`src/rtl/fetch_prefetch_unit.sv`:
```
`default_nettype none
// ============================================================================
//  Module      : fetch_prefetch_unit
//  Description : LC3 fetch stage. Generates pc/npc, issues one instruction
//                memory read at a time and buffers returned instructions in
//                a DEPTH-entry prefetch FIFO for decode. Branch redirects
//                flush the FIFO and squash an in-flight read.
//  Revision    : 1.0 - initial release
// ============================================================================
module fetch_prefetch_unit #(
    parameter int unsigned       ADDR_W   = 16,
    parameter int unsigned       INSTR_W  = 16,
    parameter int unsigned       DEPTH    = 4,
    parameter logic [ADDR_W-1:0] RESET_PC = 16'h3000
) (
    input  logic                     clock_i,
    input  logic                     reset_i,
    input  logic                     enable_fetch_i,
    input  logic                     enable_updatePC_i,
    input  logic                     br_taken_i,
    input  logic [ADDR_W-1:0]        taddr_i,
    output logic                     instrmem_rd_o,
    output logic [ADDR_W-1:0]        imem_addr_o,
    input  logic                     imem_valid_i,
    input  logic [INSTR_W-1:0]       imem_rdata_i,
    output logic [ADDR_W-1:0]        pc_o,
    output logic [ADDR_W-1:0]        npc_o,
    output logic                     dout_valid_o,
    input  logic                     dout_ready_i,
    output logic [INSTR_W-1:0]       dout_instr_o,
    output logic [ADDR_W-1:0]        dout_pc_o,
    output logic [ADDR_W-1:0]        dout_npc_o,
    output logic [$clog2(DEPTH):0]   fifo_count_o
);

    localparam int unsigned          c_ptr_w    = $clog2(DEPTH);
    localparam int unsigned          c_cnt_w    = c_ptr_w + 1;
    localparam logic [c_cnt_w-1:0]   c_full     = c_cnt_w'(DEPTH);
    localparam logic [c_cnt_w-1:0]   c_last     = c_cnt_w'(DEPTH - 1);
    localparam logic [c_cnt_w-1:0]   c_cnt_one  = c_cnt_w'(1);
    localparam logic [c_ptr_w-1:0]   c_ptr_one  = c_ptr_w'(1);
    localparam logic [ADDR_W-1:0]    c_addr_one = ADDR_W'(1);

    typedef enum logic [1:0] {
        ST_IDLE  = 2'd0,   // no read outstanding
        ST_WAIT  = 2'd1,   // one read outstanding
        ST_DRAIN = 2'd2    // outstanding read squashed, response to be dropped
    } state_t;

    state_t               state_q,  state_d;
    logic [ADDR_W-1:0]    pc_q,     pc_d;
    logic [ADDR_W-1:0]    req_pc_q, req_pc_d;   // address of the outstanding read
    logic [c_ptr_w-1:0]   wr_ptr_q, wr_ptr_d;
    logic [c_ptr_w-1:0]   rd_ptr_q, rd_ptr_d;
    logic [c_cnt_w-1:0]   count_q,  count_d;

    logic [INSTR_W-1:0]   fifo_instr_q [DEPTH];
    logic [ADDR_W-1:0]    fifo_pc_q    [DEPTH];

    logic                 w_dout_valid;
    logic                 w_push;
    logic                 w_pop;
    logic                 w_room;
    logic                 w_issue;

    // Handshake terms. A new read reserves a FIFO slot up front so its
    // response always has somewhere to land; holding reset blocks requests.
    always_comb begin
        w_dout_valid = (count_q != '0);
        w_push       = (state_q == ST_WAIT) && imem_valid_i && !br_taken_i;
        w_pop        = w_dout_valid && dout_ready_i && !br_taken_i;
        w_room       = (count_q < c_last) || ((count_q == c_last) && !w_push) || w_pop;
        w_issue      = !reset_i && enable_fetch_i && enable_updatePC_i && w_room && !br_taken_i
                       && ((state_q == ST_IDLE) || ((state_q == ST_WAIT) && imem_valid_i));
    end

    // Next-state logic for the FSM, pc and FIFO bookkeeping; redirect wins.
    always_comb begin
        state_d  = state_q;
        pc_d     = pc_q;
        req_pc_d = req_pc_q;
        wr_ptr_d = wr_ptr_q;
        rd_ptr_d = rd_ptr_q;
        count_d  = count_q;
        if (br_taken_i) begin
            pc_d     = taddr_i;
            wr_ptr_d = '0;
            rd_ptr_d = '0;
            count_d  = '0;
            // A read still in flight must be drained. If its response lands
            // in this very cycle it is simply dropped, which also lets a
            // repeated redirect while draining finish instead of waiting on
            // a response that has already gone by.
            if ((state_q != ST_IDLE) && !imem_valid_i) begin
                state_d = ST_DRAIN;
            end else begin
                state_d = ST_IDLE;
            end
        end else begin
            case (state_q)
                ST_IDLE:  if (w_issue) state_d = ST_WAIT;
                ST_WAIT:  if (imem_valid_i) state_d = w_issue ? ST_WAIT : ST_IDLE;
                ST_DRAIN: if (imem_valid_i) state_d = ST_IDLE;
                default:  state_d = ST_IDLE;
            endcase
            if (w_issue) begin
                pc_d     = pc_q + c_addr_one;
                req_pc_d = pc_q;
            end
            if (w_push) wr_ptr_d = wr_ptr_q + c_ptr_one;
            if (w_pop)  rd_ptr_d = rd_ptr_q + c_ptr_one;
            case ({w_push, w_pop})
                2'b10:   count_d = count_q + c_cnt_one;
                2'b01:   count_d = count_q - c_cnt_one;
                default: count_d = count_q;
            endcase
        end
    end

    // State registers with asynchronous reset.
    always_ff @(posedge clock_i or posedge reset_i) begin
        if (reset_i) begin
            state_q  <= ST_IDLE;
            pc_q     <= RESET_PC;
            req_pc_q <= RESET_PC;
            wr_ptr_q <= '0;
            rd_ptr_q <= '0;
            count_q  <= '0;
        end else begin
            state_q  <= state_d;
            pc_q     <= pc_d;
            req_pc_q <= req_pc_d;
            wr_ptr_q <= wr_ptr_d;
            rd_ptr_q <= rd_ptr_d;
            count_q  <= count_d;
        end
    end

    // FIFO storage; contents are only observed through valid-gated outputs.
    always_ff @(posedge clock_i) begin
        if (w_push) begin
            fifo_instr_q[wr_ptr_q] <= imem_rdata_i;
            fifo_pc_q[wr_ptr_q]    <= req_pc_q;
        end
    end

    // Flag a push into a full FIFO; the slot reservation should prevent it.
    always_ff @(posedge clock_i) begin
        if (!reset_i) begin
            assert (!(w_push && (count_q == c_full)))
                else $error("fetch_prefetch_unit: push into full prefetch FIFO");
        end
    end

    // Outputs: memory request, pc pair and the registered FIFO head.
    always_comb begin
        instrmem_rd_o = w_issue;
        imem_addr_o   = pc_q;
        pc_o          = pc_q;
        npc_o         = pc_q + c_addr_one;
        dout_valid_o  = w_dout_valid;
        dout_instr_o  = w_dout_valid ? fifo_instr_q[rd_ptr_q] : '0;
        dout_pc_o     = w_dout_valid ? fifo_pc_q[rd_ptr_q] : '0;
        dout_npc_o    = w_dout_valid ? (fifo_pc_q[rd_ptr_q] + c_addr_one) : '0;
        fifo_count_o  = count_q;
    end

endmodule
`default_nettype wire

```
`config.mk`:
```
export PLATFORM = sky130hd
export DESIGN_NAME = fetch_prefetch_unit
export DESIGN_NICKNAME = d
export VERILOG_FILES = /design/src/rtl/fetch_prefetch_unit.sv
export SDC_FILE = /design/constraint.sdc
export NUM_CORES = 1
export LEC_CHECK = 0
export CORE_ASPECT_RATIO = 1.4
export CORE_MARGIN = 2
export CORE_UTILIZATION = 40
export CTS_CLUSTER_DIAMETER = 50
export DETAILED_ROUTE_END_ITERATION = 10
export PLACE_DENSITY_LB_ADDON = 0.3
export SLEW_MARGIN = 20
export SYNTH_ARGS = -nofsm -noshare
export SYNTH_HDL_FRONTEND = slang
export SYNTH_SLANG_ARGS = --single-unit
export TNS_END_PERCENT = 1
```
`constraint.sdc`:
```
create_clock -name clock_i -period 2.32 [get_ports clock_i]
set_input_delay 0.232 -clock clock_i [delete_from_list [all_inputs] [get_ports clock_i]]
set_output_delay 0.232 -clock clock_i [all_outputs]
set_load 0.05 [all_outputs]
```
[Yosys cells after proc, flatten, opt, wreduce, memory -nomap -nowiden]
Memories as Yosys holds them, arrays and structs flattened.
Cells that the tools add are included.
Widths: inputs -> output; s select.
Storage, ports and cells
  bits in registers: 41
  RAM bits: 128
  input port bits: 39
  output and inout bits: 101
  word-level logic and storage cells: 71
  memories: 2
Memories
  fifo_instr_q: depth 4, bits a word 16, rd ports 1, clocked after memory_dff 0, wr ports 1, RTL line 57  | logic [INSTR_W-1:0] fifo_instr_q [DEPTH];
  fifo_pc_q: depth 4, bits a word 16, rd ports 1, clocked after memory_dff 0, wr ports 1, RTL line 58  | logic [ADDR_W-1:0] fifo_pc_q [DEPTH];
Operators by class
  $add $sub $neg: 6
  order comparisons: 1
  eq/ne operators: 8
  mux-type cells: 20
  bitwise logic cells: 1
  reductions and logical operators: 27
Operators by type and width (count)
  $mux 16: 5
  $add 16x1->16 const B: 2
  $mux 2: 9
  $logic_and 1x1->1: 11
  $ne 3x3->1 const B: 3
  $reduce_bool 2->1: 4
  $pmux 2 s3: 1
  $pmux 3 s2: 1
  $reduce_bool 3->1: 2
  $add 2x1->2 const B: 2
  $eq 2x1->1 const B: 2
  $eq 2x2->1 const B: 2
  $logic_not 1->1: 4
  $add 3x1->3 const B: 1
  $eq 3x2->1 const B: 1
  $logic_or 1x1->1: 3
  $lt 3x2->1 const B: 1
  $mux 1: 3
  $mux 3: 1
  $reduce_and 3->1: 1
  $sub 3x1->3 const B: 1
  $logic_not 2->1: 1
  $reduce_and 2->1: 1
  $not 1->1: 1

[Longest topological paths before layout]
  depth after elaboration: 14
  mapped depth: 8
  gate-level depth less buffers: 8

[Worst setup path before layout]
OpenSTA, ideal clock, no wires.
  path kind: register to output
  from: reg rd_ptr_q[1]
  to: out dout_npc_o[6]
  arrival: 2.477 ns
  required time: 2.088 ns
  path slack: -0.389 ns
  cell stages (with the launch flop): 8
  path buffers: 2
  cell sequence: dfrtp_1 > buf_4 > clkbuf_8 > mux4_1 > ha_1 > nand3_4 > or3_1 > a21oi_1
On the way
  cells in the longest elaborated chain, start to end: 3
Ends and longest elaborated chain
  start, declared: RTL line 54  | logic [c_ptr_w-1:0] rd_ptr_q, rd_ptr_d;
  start signal, assigned: RTL line 134  | rd_ptr_q <= rd_ptr_d;
  $mem_v2 4x16
  $add 16x1->16: RTL line 164  | dout_npc_o = w_dout_valid ? (fifo_pc_q[rd_ptr_q] + c_addr_one) : '0;
  $mux 16: RTL line 164
  end, declared: RTL line 32  | output logic [ADDR_W-1:0] dout_npc_o,
No other way between the ends.

[Worst setup path in the final report]
  from: reg rd_ptr_q[0]
  to: out dout_npc_o[13]
The elaborated chain is that of the path after synthesis.

==> run metrics <==
mapped cell area=7660 sq um; proportion of synthesized chip area in sequential cells=63.6%; Placed Instances=897; top-level port count=140; count of pins over their slew limit=0; input/output buffers=139; clock network latency to the later pin of the worst-skew pair=0.42 ns; commonest cells in the netlist=sky130_fd_sc_hd__edfxtp_1 (128), sky130_fd_sc_hd__nand2_1 (54), sky130_fd_sc_hd__and2_1 (40), sky130_fd_sc_hd__dfrtp_1 (37), sky130_fd_sc_hd__nor2_1 (24); number of clock sinks seen by CTS=169; warnings from Yosys=0; DIE WIDTH=121 um; fraction of synthesized cell area taken by the top area cell type=50.1%; standard-cell row count=59; count of endpoints failing hold in the final timing report=0; standard cell core area=18700 sq um; Clock Pin Slew Worst Setup and Hold Paths=0.06 ns; final period demand of the worst path=2.71 ns; worst path required time=2.09 ns; depth of the worst register-to-register path=6; CTS root buffer=sky130_fd_sc_hd__clkbuf_16; combined area of the multi-input logic cells=2700 sq um; register-to-register setup slack=0.29 ns; violations in the final reports=negative setup slack; number of global-route vias before repair=5178; global-route total usage across every layer=17.4%; total nets after synthesis=560; most instantiated library cell after synthesis=sky130_fd_sc_hd__edfxtp_1; Initial DRC Count=330; routed via count=4769; main area contributors after synthesis=sky130_fd_sc_hd__edfxtp_1 (50%), sky130_fd_sc_hd__dfrtp_1 (12%), sky130_fd_sc_hd__mux4_2 (6.8%); antenna violations before repair=0; detailed-route vias per instance=5.11; classification of the worst-slack hold path=in2async; n_diodes=0; Max-Slew Margin vs Limit=65.3%; post-route DRC violation count=0; floorplan die area=20300 sq um; worst reg2reg endpoint=imem_addr_o[10]; CTS tree=yes; number of H-tree levels=4; #FFs+latches synth=169; WS Path Type=reg2out; wire length of the first global-routing pass=27200 um; pwr dens=976 nW/um^2; total number of nets in the final design=723; final core area utilization=56.8%; maximum clock insertion buffer count=2; largest area contributor in the netlist=sky130_fd_sc_hd__edfxtp_1; final critical-path share of the clock period=117%; r2r startpoint=state_q[1]; number of clock buffers inserted by TritonCTS=17; worst path arrival time=2.48 ns; share of cells above drive strength 1=34.9%; maximum number of pins on one net before global-route repair=42; actual slew at the worst max-slew pin=0.519 ns; dpl hpwl=11500 um; mean instance size in the synthesized netlist=14.9 sq um; final critical-path setup slack=-0.393 ns; Die Y-Extent=168 um; worst setup skew after layout=0.00781 ns; number of fill cells=1488; RSZ-0062 raised after global routing=true; nature of the critical path startpoint=register; Overall Power=10.4 mW; Setup violations, final=41; Leak Pwr=3.93 nW; area growth from synthesis to layout=38.5%; largest fanout on the critical path=9; final routed wire length divided by cell count=17.9 um; dpl ws=-0.0262 ns; most frequently used flop master after synthesis=sky130_fd_sc_hd__edfxtp_1; count of unique library cells instantiated by Yosys=52; final std cells w/o fill=934; WL final=16700 um; Crit. End Element=output port; routability congestion estimate from global placement=0.813; detailed-routing iteration count for the pre-antenna-repair pass=4; share of flip-flops with an asynchronous set or reset=24.3%; number of max-capacitance violations reported=0; Worst VDD drop=0.536 mV; result of the run=finished, violations left; antenna-violating nets left=0; timing startpoint of the critical path=rd_ptr_q[0]; sequential cell area in the final layout=4880 sq um; timing-limited maximum frequency=369 MHz; effective utilization at floorplan=41.0%; Syn Inst Count=514; end point of the critical path=dout_npc_o[13]; aggregate global routing overflow=0; number of synthesized flops with an enable pin=128
## power by group
part	leakage, nW	switching, mW	internal [mW]
Clock	0.319	1.15	1.79
Sequential	1.66	0.202	3.45
Combinational	1.95	2.25	1.50
Total	3.93	3.61	6.75
## repair_timing
item | 4_1_cts | 5_1_grt
endpoints found under the setup margin | 57 | 58
setup buffers | 4 | 0
hold buffers | 0 | 0
gates cloned | 1 | 0
pin swaps | 11 | 11
resized for setup | 44 | 32
## sequential cells by signal, indices dropped and copies added, names as in the netlist
name	flops
fifo_count_o	3
fifo_instr_q	64
fifo_pc_q	64
imem_addr_o	16
rd_ptr_q	2
req_pc_q	16
state_q	2
wr_ptr_q	2
## how the worst min path moves through the flow
stage | cells past startpoint | startpoint | to | slack, ns
finish | 3 | reset_i | state_q[1] | 0.28
global route | 3 | reset_i | imem_addr_o[8] | 0.35
CTS | 3 | reset_i | state_q[1] | 0.29
detailed placement | 2 | req_pc_q[12] | req_pc_q[12] | 0.48
global placement | 2 | req_pc_q[12] | req_pc_q[12] | 0.47
floorplan | 1 | imem_valid_i | state_q[1] | 0.30
## through the flow
stage               hold slack, ns  TNS (ns)  instance area (sq um)
finish                       0.275     -6.80                  10600
global route                 0.352    -11.96                  10600
global placement             0.467         0                   9660
floorplan                    0.298     -4.41                   7700
CTS                          0.288     -9.40                  10500
detailed placement           0.476   -0.0638                   9660
## routing by layer
metal | vias up | track usage, % | wire length [um]
li1 | 2232 | - | -
met1 | 2361 | 20.8 | 6820
met2 | 145 | 30.4 | 8830
met3 | 31 | 3.52 | 725
met4 | 0 | 7.03 | 358
met5 | - | 0 | 0
## logic make-up after synthesis
kind of cell | synth area share, %
AO/OA/AOI/OAI | 4.02
adder cells (fa/ha/maj) | 1.24
multiplexers | 10.1
XOR/XNOR | 3.43
flip-flops | 63.6
AND/OR/NAND/NOR | 13.3
buffers and inverters | 4.31
## cells in the final DEF (no fill, tap or decap), types with 5 or more instances in the layout
cell | Yosys | routed
sky130_fd_sc_hd__inv_1 | 11 | 9
sky130_fd_sc_hd__nand3_1 | 6 | 6
sky130_fd_sc_hd__nor2_2 | 0 | 9
sky130_fd_sc_hd__edfxtp_1 | 128 | 128
sky130_fd_sc_hd__buf_6 | 2 | 12
sky130_fd_sc_hd__dfrtp_2 | 0 | 8
sky130_fd_sc_hd__mux4_2 | 23 | 29
sky130_fd_sc_hd__buf_4 | 18 | 63
sky130_fd_sc_hd__o21ai_0 | 16 | 16
sky130_fd_sc_hd__nor3_1 | 9 | 7
sky130_fd_sc_hd__and2_2 | 1 | 5
sky130_fd_sc_hd__and2_1 | 40 | 30
sky130_fd_sc_hd__nand2_1 | 54 | 54
sky130_fd_sc_hd__nor3b_1 | 8 | 8
sky130_fd_sc_hd__clkbuf_16 | 0 | 21
sky130_fd_sc_hd__and2_4 | 0 | 6
sky130_fd_sc_hd__nor2_1 | 24 | 14
sky130_fd_sc_hd__xnor2_1 | 21 | 17
sky130_fd_sc_hd__a221o_1 | 12 | 12
sky130_fd_sc_hd__clkdlybuf4s50_1 | 0 | 75
sky130_fd_sc_hd__dfrtp_1 | 37 | 29
sky130_fd_sc_hd__buf_12 | 1 | 32
sky130_fd_sc_hd__nand4_1 | 5 | 5
## final cells by class
class                   instances  share of cell area (%)
repair buffers                185                    19.2
clock buffers                  24                    5.16
flip-flops and latches        169                    46.0
well taps                     244                    2.88
clock inverters                 8                   0.837
inverters                      12                   0.424
multi-input cells             292                    25.5
## worst max-delay path, cell delays in order (launching register included)
cell and delay, ns:
sky130_fd_sc_hd__dfrtp_2 0.50, sky130_fd_sc_hd__buf_12 0.18, sky130_fd_sc_hd__mux4_2 0.43, sky130_fd_sc_hd__nand3_4 0.15, sky130_fd_sc_hd__nor4_2 0.32, sky130_fd_sc_hd__xnor2_1 0.12, sky130_fd_sc_hd__nor2_1 0.18, sky130_fd_sc_hd__buf_12 0.17
Note: power is estimated with default switching activity, not from simulation.
